[src/rtl/mem_stage.sv]
// -----------------------------------------------------------------------------
// mem_stage
//
// Purpose:
//   Memory-access pipeline stage sitting between execute and write-back.
//   It holds one instruction. If that instruction issued a data-SRAM request,
//   the stage waits for the bus data_ok response. When write-back is stalled
//   at the moment data_ok arrives, the read word is kept in a one-entry
//   buffer. The stage also exports forwarding and load-use hazard
//   information to decode.
//
// State table:
//   state    | meaning
//   ---------+-------------------------------------------------------------
//   ST_EMPTY | no instruction held
//   ST_WAIT  | instruction held, bus response (data_ok) still outstanding
//   ST_READY | instruction held and complete; buf_valid=1 if read data was
//            | captured while write-back was stalled
//
// Ports:
//   clk, resetn             clock, asynchronous active-low reset
//   in_valid / in_ready     handshake with execute
//   ex_*                    instruction fields from execute
//   data_sram_data_ok/rdata bus response for the outstanding request
//   out_valid / out_ready   handshake with write-back
//   wb_*                    registered instruction fields to write-back
//   wb_rdata                raw read word (buffer if filled, else bus)
//   fwd_valid/dest/data     forwarding information for decode
//   load_block              load-use hazard indication for decode
// -----------------------------------------------------------------------------
module mem_stage (
  input  logic        clk,
  input  logic        resetn,

  input  logic        in_valid,
  output logic        in_ready,
  input  logic [31:0] ex_pc,
  input  logic [31:0] ex_result,
  input  logic [7:0]  ex_load_op,
  input  logic        ex_res_from_mem,
  input  logic        ex_gr_we,
  input  logic [4:0]  ex_dest,
  input  logic        ex_mem_req,

  input  logic        data_sram_data_ok,
  input  logic [31:0] data_sram_rdata,

  output logic        out_valid,
  input  logic        out_ready,
  output logic [31:0] wb_pc,
  output logic [31:0] wb_result,
  output logic [7:0]  wb_load_op,
  output logic        wb_res_from_mem,
  output logic        wb_gr_we,
  output logic [4:0]  wb_dest,
  output logic [31:0] wb_rdata,

  output logic        fwd_valid,
  output logic [4:0]  fwd_dest,
  output logic [31:0] fwd_data,
  output logic        load_block
);

  typedef enum logic [1:0] {
    ST_EMPTY = 2'd0,
    ST_WAIT  = 2'd1,
    ST_READY = 2'd2
  } state_t;

  state_t      state;
  state_t      state_nxt;
  logic        buf_valid;
  logic        buf_valid_nxt;
  logic        buf_load;
  logic [31:0] rdata_buf;

  logic        valid;
  logic        wait_resp;
  logic        ready_go;
  logic        accept;
  logic        drain;
  logic        dest_nz;

  // ---------------------------------------------------------------------------
  // Handshake
  // ---------------------------------------------------------------------------
  assign valid     = (state != ST_EMPTY);
  assign wait_resp = (state == ST_WAIT);

  // data_ok only completes the instruction while a response is outstanding;
  // a stray pulse in any other state has no effect on anything.
  assign ready_go  = ~wait_resp | data_sram_data_ok;
  assign out_valid = valid & ready_go;
  assign in_ready  = ~valid | (ready_go & out_ready);

  assign accept    = in_valid & in_ready;
  assign drain     = out_valid & out_ready & ~in_valid;

  // ---------------------------------------------------------------------------
  // State register
  // ---------------------------------------------------------------------------
  always_ff @(posedge clk or negedge resetn) begin
    if (!resetn) begin
      state     <= ST_EMPTY;
      buf_valid <= 1'b0;
    end else begin
      state     <= state_nxt;
      buf_valid <= buf_valid_nxt;
    end
  end

  // ---------------------------------------------------------------------------
  // Next-state logic
  // ---------------------------------------------------------------------------
  always_comb begin
    state_nxt     = state;
    buf_valid_nxt = buf_valid;
    buf_load      = 1'b0;

    if (accept) begin
      // Covers both a fill from empty and a drain-and-refill in one cycle.
      state_nxt     = ex_mem_req ? ST_WAIT : ST_READY;
      buf_valid_nxt = 1'b0;
    end else if (drain) begin
      state_nxt     = ST_EMPTY;
      buf_valid_nxt = 1'b0;
    end else if (wait_resp && data_sram_data_ok) begin
      // Reaching here means out_ready=0: the response has to be captured
      // because the bus only drives rdata during the data_ok cycle.
      state_nxt     = ST_READY;
      buf_valid_nxt = 1'b1;
      buf_load      = 1'b1;
    end
  end

  // ---------------------------------------------------------------------------
  // Instruction fields
  // ---------------------------------------------------------------------------
  always_ff @(posedge clk or negedge resetn) begin
    if (!resetn) begin
      wb_pc           <= 32'd0;
      wb_result       <= 32'd0;
      wb_load_op      <= 8'd0;
      wb_res_from_mem <= 1'b0;
      wb_gr_we        <= 1'b0;
      wb_dest         <= 5'd0;
    end else if (accept) begin
      wb_pc           <= ex_pc;
      wb_result       <= ex_result;
      wb_load_op      <= ex_load_op;
      wb_res_from_mem <= ex_res_from_mem;
      wb_gr_we        <= ex_gr_we;
      wb_dest         <= ex_dest;
    end
  end

  // ---------------------------------------------------------------------------
  // Read-data buffer
  // ---------------------------------------------------------------------------
  always_ff @(posedge clk or negedge resetn) begin
    if (!resetn) begin
      rdata_buf <= 32'd0;
    end else if (buf_load) begin
      rdata_buf <= data_sram_rdata;
    end
  end

  assign wb_rdata = buf_valid ? rdata_buf : data_sram_rdata;

  // ---------------------------------------------------------------------------
  // Forwarding / hazard information (registered state only)
  // ---------------------------------------------------------------------------
  assign dest_nz    = (wb_dest != 5'd0);
  assign fwd_valid  = valid & wb_gr_we & dest_nz;
  assign fwd_dest   = wb_dest;
  assign fwd_data   = wb_result;
  assign load_block = valid & wb_res_from_mem & wb_gr_we & dest_nz;

endmodule

[config.mk]
export PLATFORM = sky130hd
export DESIGN_NAME = mem_stage
export DESIGN_NICKNAME = d
export VERILOG_FILES = /design/src/rtl/mem_stage.sv
export SDC_FILE = /design/constraint.sdc
export NUM_CORES = 1
export LEC_CHECK = 0
export ABC_AREA = 1
export CAP_MARGIN = 25
export CORE_ASPECT_RATIO = 1.5
export CORE_UTILIZATION = 30
export CTS_BUF_LIST = sky130_fd_sc_hd__clkbuf_4 sky130_fd_sc_hd__clkbuf_8 sky130_fd_sc_hd__clkbuf_16
export CTS_CLUSTER_DIAMETER = 50
export DETAILED_ROUTE_END_ITERATION = 16
export DONT_BUFFER_PORTS = 1
export HOLD_SLACK_MARGIN = 0.12
export PLACE_DENSITY = 0.54
export SLEW_MARGIN = 15
export SYNTH_ARGS = -nofsm -noshare
export SYNTH_HDL_FRONTEND = slang
export SYNTH_SLANG_ARGS = --single-unit
[constraint.sdc]
create_clock -name clk -period 2.2 [get_ports clk]
set_clock_uncertainty 0.1 [all_clocks]
set_input_delay 0.33 -clock clk [delete_from_list [all_inputs] [get_ports clk]]
set_output_delay 0.33 -clock clk [all_outputs]
set_load 0.01 [all_outputs]
==> flow_summary.json, run 1 <==
{
  "synth-seq-cells": 114,
  "io_buffers": 0,
  "hpwl_um": 8650,
  "synth_area_sq_um": 5160,
  "cts_root_buf": "clkbuf_16",
  "pin_count": 269,
  "cts_buffers": 17,
  "ys_seq_area_share_pct": 55.3,
  "cts_resized": 0,
  "cts_setup_buffers": 0,
  "synth_cell_types": 18,
  "firstError": "[ERROR RSZ-0060] Max buffer count reached.",
  "synth.avg_cell_area_sq_um": 8.32,
  "syn-num-nets": 737,
  "die_h_um": 163,
  "start_util_pct": 30.8,
  "dieWidth_um": 109,
  "netlist_instances": 620,
  "ys_warn_count": 0,
  "rows": 58,
  "clkSinkCount": 114,
  "failing_step": "clock tree synthesis (4_1_cts)",
  "status": "stopped before the end",
  "ctsHoldBuffers": 165,
  "gp_congestion": 0.793,
  "cts.path.max_buffers": 2,
  "ctsHtreeMaxLevel": 4
}
## logic make-up after synthesis
kind of cell / after synthesis / synth area share (%)
DFF: 114 / 55.3
and+or+nand+nor: 322 / 25.8
buffers and inverters: 117 / 12.4
AOI/OAI and AO/OA: 67 / 6.55
## cell usage after synthesis (all sizes together)
cell,count,share of area (%)
nand2,232,17
nand3b,1,0.15
buf,58,8.1
or2,1,0.12
dfrtp,114,55
o21ai,65,6.3
nand4,1,0.12
a21oi,1,0.097
nand3,84,8.2
nor3,1,0.097
a22oi,1,0.15
clkbuf,19,1.4
nor2,2,0.15
inv,40,2.9
## stage by stage
stage                     utilization, %  instances  setup WS [ns]  cell area (sq um)  hold slack (ns)
after detailed placement            31.3        791          0.519               5240          -0.0624
after global placement              31.3        791          0.590               5240          -0.0630
after floorplan                        -        620          0.730               5160          -0.0656
==> run 2: changes to the inputs <==
Settings changed: CORE_ASPECT_RATIO 1.5 to not set, CORE_UTILIZATION 30 to 20, CTS_BUF_LIST sky130_fd_sc_hd__clkbuf_4 sky130_fd_sc_hd__clkbuf_8 sky130_fd_sc_hd__clkbuf_16 to not set, CTS_CLUSTER_DIAMETER 50 to not set, HOLD_SLACK_MARGIN 0.12 to not set, PLACE_DENSITY 0.54 to not set, PLACE_DENSITY_LB_ADDON set to 0.15.
==> flow_summary.json, run 2 <==
{
  "status": "finished, violations left",
  "violations": "hold timing",
  "p_sw_mw": 2.39,
  "yosys.area.top_type": "dfrtp_1",
  "dp_slack_ns": 0.483,
  "antenna_found_initial": 1,
  "hold_class": "input pin to async pin",
  "criticalPathCategory": "register to output pin",
  "grt_busiest_layer": "met2",
  "cts_buffers": 17,
  "max_freq_mhz": 482,
  "synth_most_common_cell": "nand2_1",
  "drive_gt1_share_pct": 6.21,
  "grt_pass1_vias": 4359,
  "maxCapViolCount": 0,
  "die_h_um": 163,
  "rows": 58,
  "cp_data_arrival_time_ns": 1.65,
  "fillers": 2697,
  "core_area_sq_um": 25300,
  "drc": 0,
  "synth-seq-cells": 114,
  "synth_cell_types": 18,
  "seq_power_share_pct": 44.8,
  "ir_worst_vdd_uv": 389,
  "io_buffers": 0,
  "powerDensity_nw_per_um2": 1040,
  "hold_slack_ns": -0.480,
  "intPower_mw": 4.98,
  "use_met3_pct": 4.63,
  "synthTopCellsByCount": "nand2_1, dfrtp_1, nand3_1",
  "tightest_slew_ns": 0.559,
  "hold_violations": 114,
  "clkTransAtPathRegs_ns": 0.06,
  "required_ns": 1.77,
  "hpwl_um": 9270,
  "seq_area_sq_um": 2850,
  "ctsHoldBuffers": 129,
  "power_mw": 7.37,
  "slew_viol_final": 0,
  "dieArea_sq_um": 26400,
  "final_cell_mix": "nand2_1, dlygate4sd3_1, dfrtp_1",
  "cts_root_buf": "clkbuf_16",
  "synth_area_leaders": "dfrtp_1, nand2_1, nand3_1",
  "grt_use_total_pct": 11.7,
  "synth.avg_cell_area_sq_um": 8.32,
  "min_period_ns": 2.08,
  "slew_headroom_pct": 62.4,
  "comb_power_share_pct": 15.7,
  "leakage_nw": 3.37,
  "wl_per_cell_um": 14.7,
  "met1_usage_pct": 13.7,
  "synth-edff-count": 0,
  "syn-num-nets": 737,
  "min_period_over_period_pct": 94.4,
  "gp_congestion": 0.715,
  "ant_nets": 0,
  "met2_usage_pct": 19.2,
  "synth_area_sq_um": 5160,
  "crit_fanout": 58,
  "swShare_pct": 32.4,
  "wirelength_um": 15300,
  "clkSinkCount": 114,
  "clock_latency_ns": 0.40,
  "drt_iter0_drc": 211,
  "tns_ns": 0,
  "syn_to_final_growth_pct": 37.9,
  "layout_commonest_cell": "nand2_1",
  "start_util_pct": 20.4,
  "ctsHtreeMaxLevel": 4,
  "synth-async-reset-ratio_pct": 100,
  "dieWidth_um": 163,
  "cts_setup_buffers": 0,
  "layout_setup_ws_ns": 0.124,
  "grt.overflow.total": 0,
  "multi_input_comb_area_sq_um": 1680,
  "cts_tree": "built",
  "setup_violations": 0,
  "cts.path.max_buffers": 2,
  "vias": 4331,
  "via_per_inst": 4.16,
  "grt_pass1_wl_um": 23600,
  "netlist_instances": 620,
  "synth_top_area_share_pct": 55.3,
  "start_kind": "register",
  "synth_ff_type": "dfrtp_1",
  "rsz0062_at_grt": "no",
  "first_pass_iters": 4,
  "worst_setup_path_end_kind": "output pin",
  "pin_count": 269,
  "grt_max_degree": 115,
  "ys_warn_count": 0,
  "ys_seq_area_share_pct": 55.3,
  "nets": 813,
  "pwr-share-clk_pct": 39.5
}
run 2: cell counts after synthesis:
No cell type changed its count.
run 2: layer usage:
layer	vias to the layer above	share of wire, %
met5	-	0.11
met4	2	1.2
met3	15	8.4
met2	205	49
met1	2030	42
li1	2079	-
run 2: layout make-up:
| cell class | count | share of cell area (%) |
|---|---|---|
| Antenna cell | 1 | 0.0352 |
| Clock buffer | 18 | 6.18 |
| Clock inverter | 14 | 2.52 |
| Inverter | 40 | 2.11 |
| Multi-Input combinational cell | 389 | 23.6 |
| Sequential cell | 114 | 40.1 |
| Tap cell | 330 | 5.81 |
| Timing Repair Buffer | 134 | 19.6 |
run 2: stage by stage:
| step | instances | cell area [sq um] | util, % |
|---|---|---|---|
| floorplan | 620 | 5160 | - |
| global placement | 878 | 5160 | 20.4 |
| detailed placement | 878 | 5160 | 20.4 |
| CTS | 1039 | 7090 | 28.1 |
| global route | 1039 | 7110 | 28.1 |
| finish | 1040 | 7110 | 28.2 |
run 2: cell families (layout without fill, tap and decap cells):
logic type / Yosys count / count (layout) / synth area share (%)
AOI/OAI and AO/OA: 67 / 67 / 6.55
other: 0 / 1 / 0
buffers and inverters: 117 / 206 / 12.4
and+or+nand+nor: 322 / 322 / 25.8
DFF: 114 / 114 / 55.3
run 2: path summary, 6_finish.rpt:
kind,startpoint,to,slack (ns),depth (start not counted)
max,state[0]$_DFFE_PN0P_,in_ready,0.12,4
min,resetn,rdata_buf[4]$_DFFE_PN0P_,-0.48,0
max reg2reg,state[1]$_DFFE_PN0P_,fwd_data[12]$_DFFE_PN0N_,0.28,7
min reg2reg,rdata_buf[18]$_DFFE_PN0P_,rdata_buf[18]$_DFFE_PN0P_,0.38,2
max in group asynchronous,resetn,fwd_data[13]$_DFFE_PN0N_,2.29,0
min in group clk,data_sram_rdata[23],rdata_buf[23]$_DFFE_PN0P_,0.02,2
run 2: timing repair:
action | in CTS | in global routing
endpoints found under the setup margin | 0 | 1
endpoints found under the hold margin | 222 | 114
gates resized for setup | 0 | 2
run 2: power by group through the flow:
stage | registers [mW] | logic (mW) | clock network (mW)
2_1_floorplan | 3.11 | 1.06 | 0
5_1_grt | 3.39 | 1.33 | 3.13
6_report | 3.30 | 1.15 | 2.91
4_1_cts | 3.31 | 1.16 | 3.04
3_3_place_gp | 3.34 | 0.901 | 0
3_5_place_dp | 3.34 | 0.942 | 0
run 2: worst max-delay path, cell delays in order, from the launching register on:
cell and delay, ns:
dfrtp_1 0.40, inv_1 0.10, nand2_1 0.18, nand2_8 0.26, buf_16 0.27
Note: power is estimated with default switching activity, not from simulation.
==> run 3: changes to the inputs <==
Settings changed: CAP_MARGIN 25 to not set, CTS_BUF_LIST set to sky130_fd_sc_hd__clkbuf_8.
==> flow_summary.json, run 3 <==
{
  "synth.avg_cell_area_sq_um": 8.32,
  "pin_count": 269,
  "clkSinkCount": 114,
  "status": "stopped before the end",
  "ctsHoldBuffers": 183,
  "synth_most_common_cell": "nand2_1",
  "dp.cells": 878,
  "netlist_instances": 620,
  "firstError": "[ERROR RSZ-0060] Max buffer count reached.",
  "synthTopCellsByCount": "nand2_1, dfrtp_1, nand3_1",
  "synth_cell_types": 18,
  "synth_area_leaders": "dfrtp_1, nand2_1, nand3_1",
  "synth-edff-count": 0,
  "dieWidth_um": 163,
  "syn-num-nets": 737,
  "cts_buffers": 17,
  "gp_congestion": 0.715,
  "rows": 58,
  "io_buffers": 0,
  "cts_resized": 1,
  "synth_ff_type": "dfrtp_1",
  "ys_warn_count": 0,
  "start_util_pct": 20.4,
  "synth-seq-cells": 114,
  "yosys.area.top_type": "dfrtp_1",
  "cts_setup_buffers": 0,
  "ys_seq_area_share_pct": 55.3,
  "die_h_um": 163,
  "hpwl_um": 9270,
  "synth-async-reset-ratio_pct": 100,
  "synth_area_sq_um": 5160,
  "ctsHtreeMaxLevel": 4,
  "synth_top_area_share_pct": 55.3,
  "cts_root_buf": "clkbuf_8",
  "cts.path.max_buffers": 2,
  "failing_step": "clock tree synthesis (4_1_cts)"
}
run 3: cell counts after synthesis:
Identical to the previous run, type by type.
run 3: logic make-up after synthesis:
| kind of cell | share of synthesized area, % |
|---|---|
| simple gates | 25.8 |
| buf+inv | 12.4 |
| flops | 55.3 |
| compound gates | 6.55 |
run 3: per-stage QoR:
stage | instance area (sq um) | util, % | setup WS, ns
floorplan | 5160 | - | 0.730
global placement | 5160 | 20.4 | 0.543
detailed placement | 5160 | 20.4 | 0.483
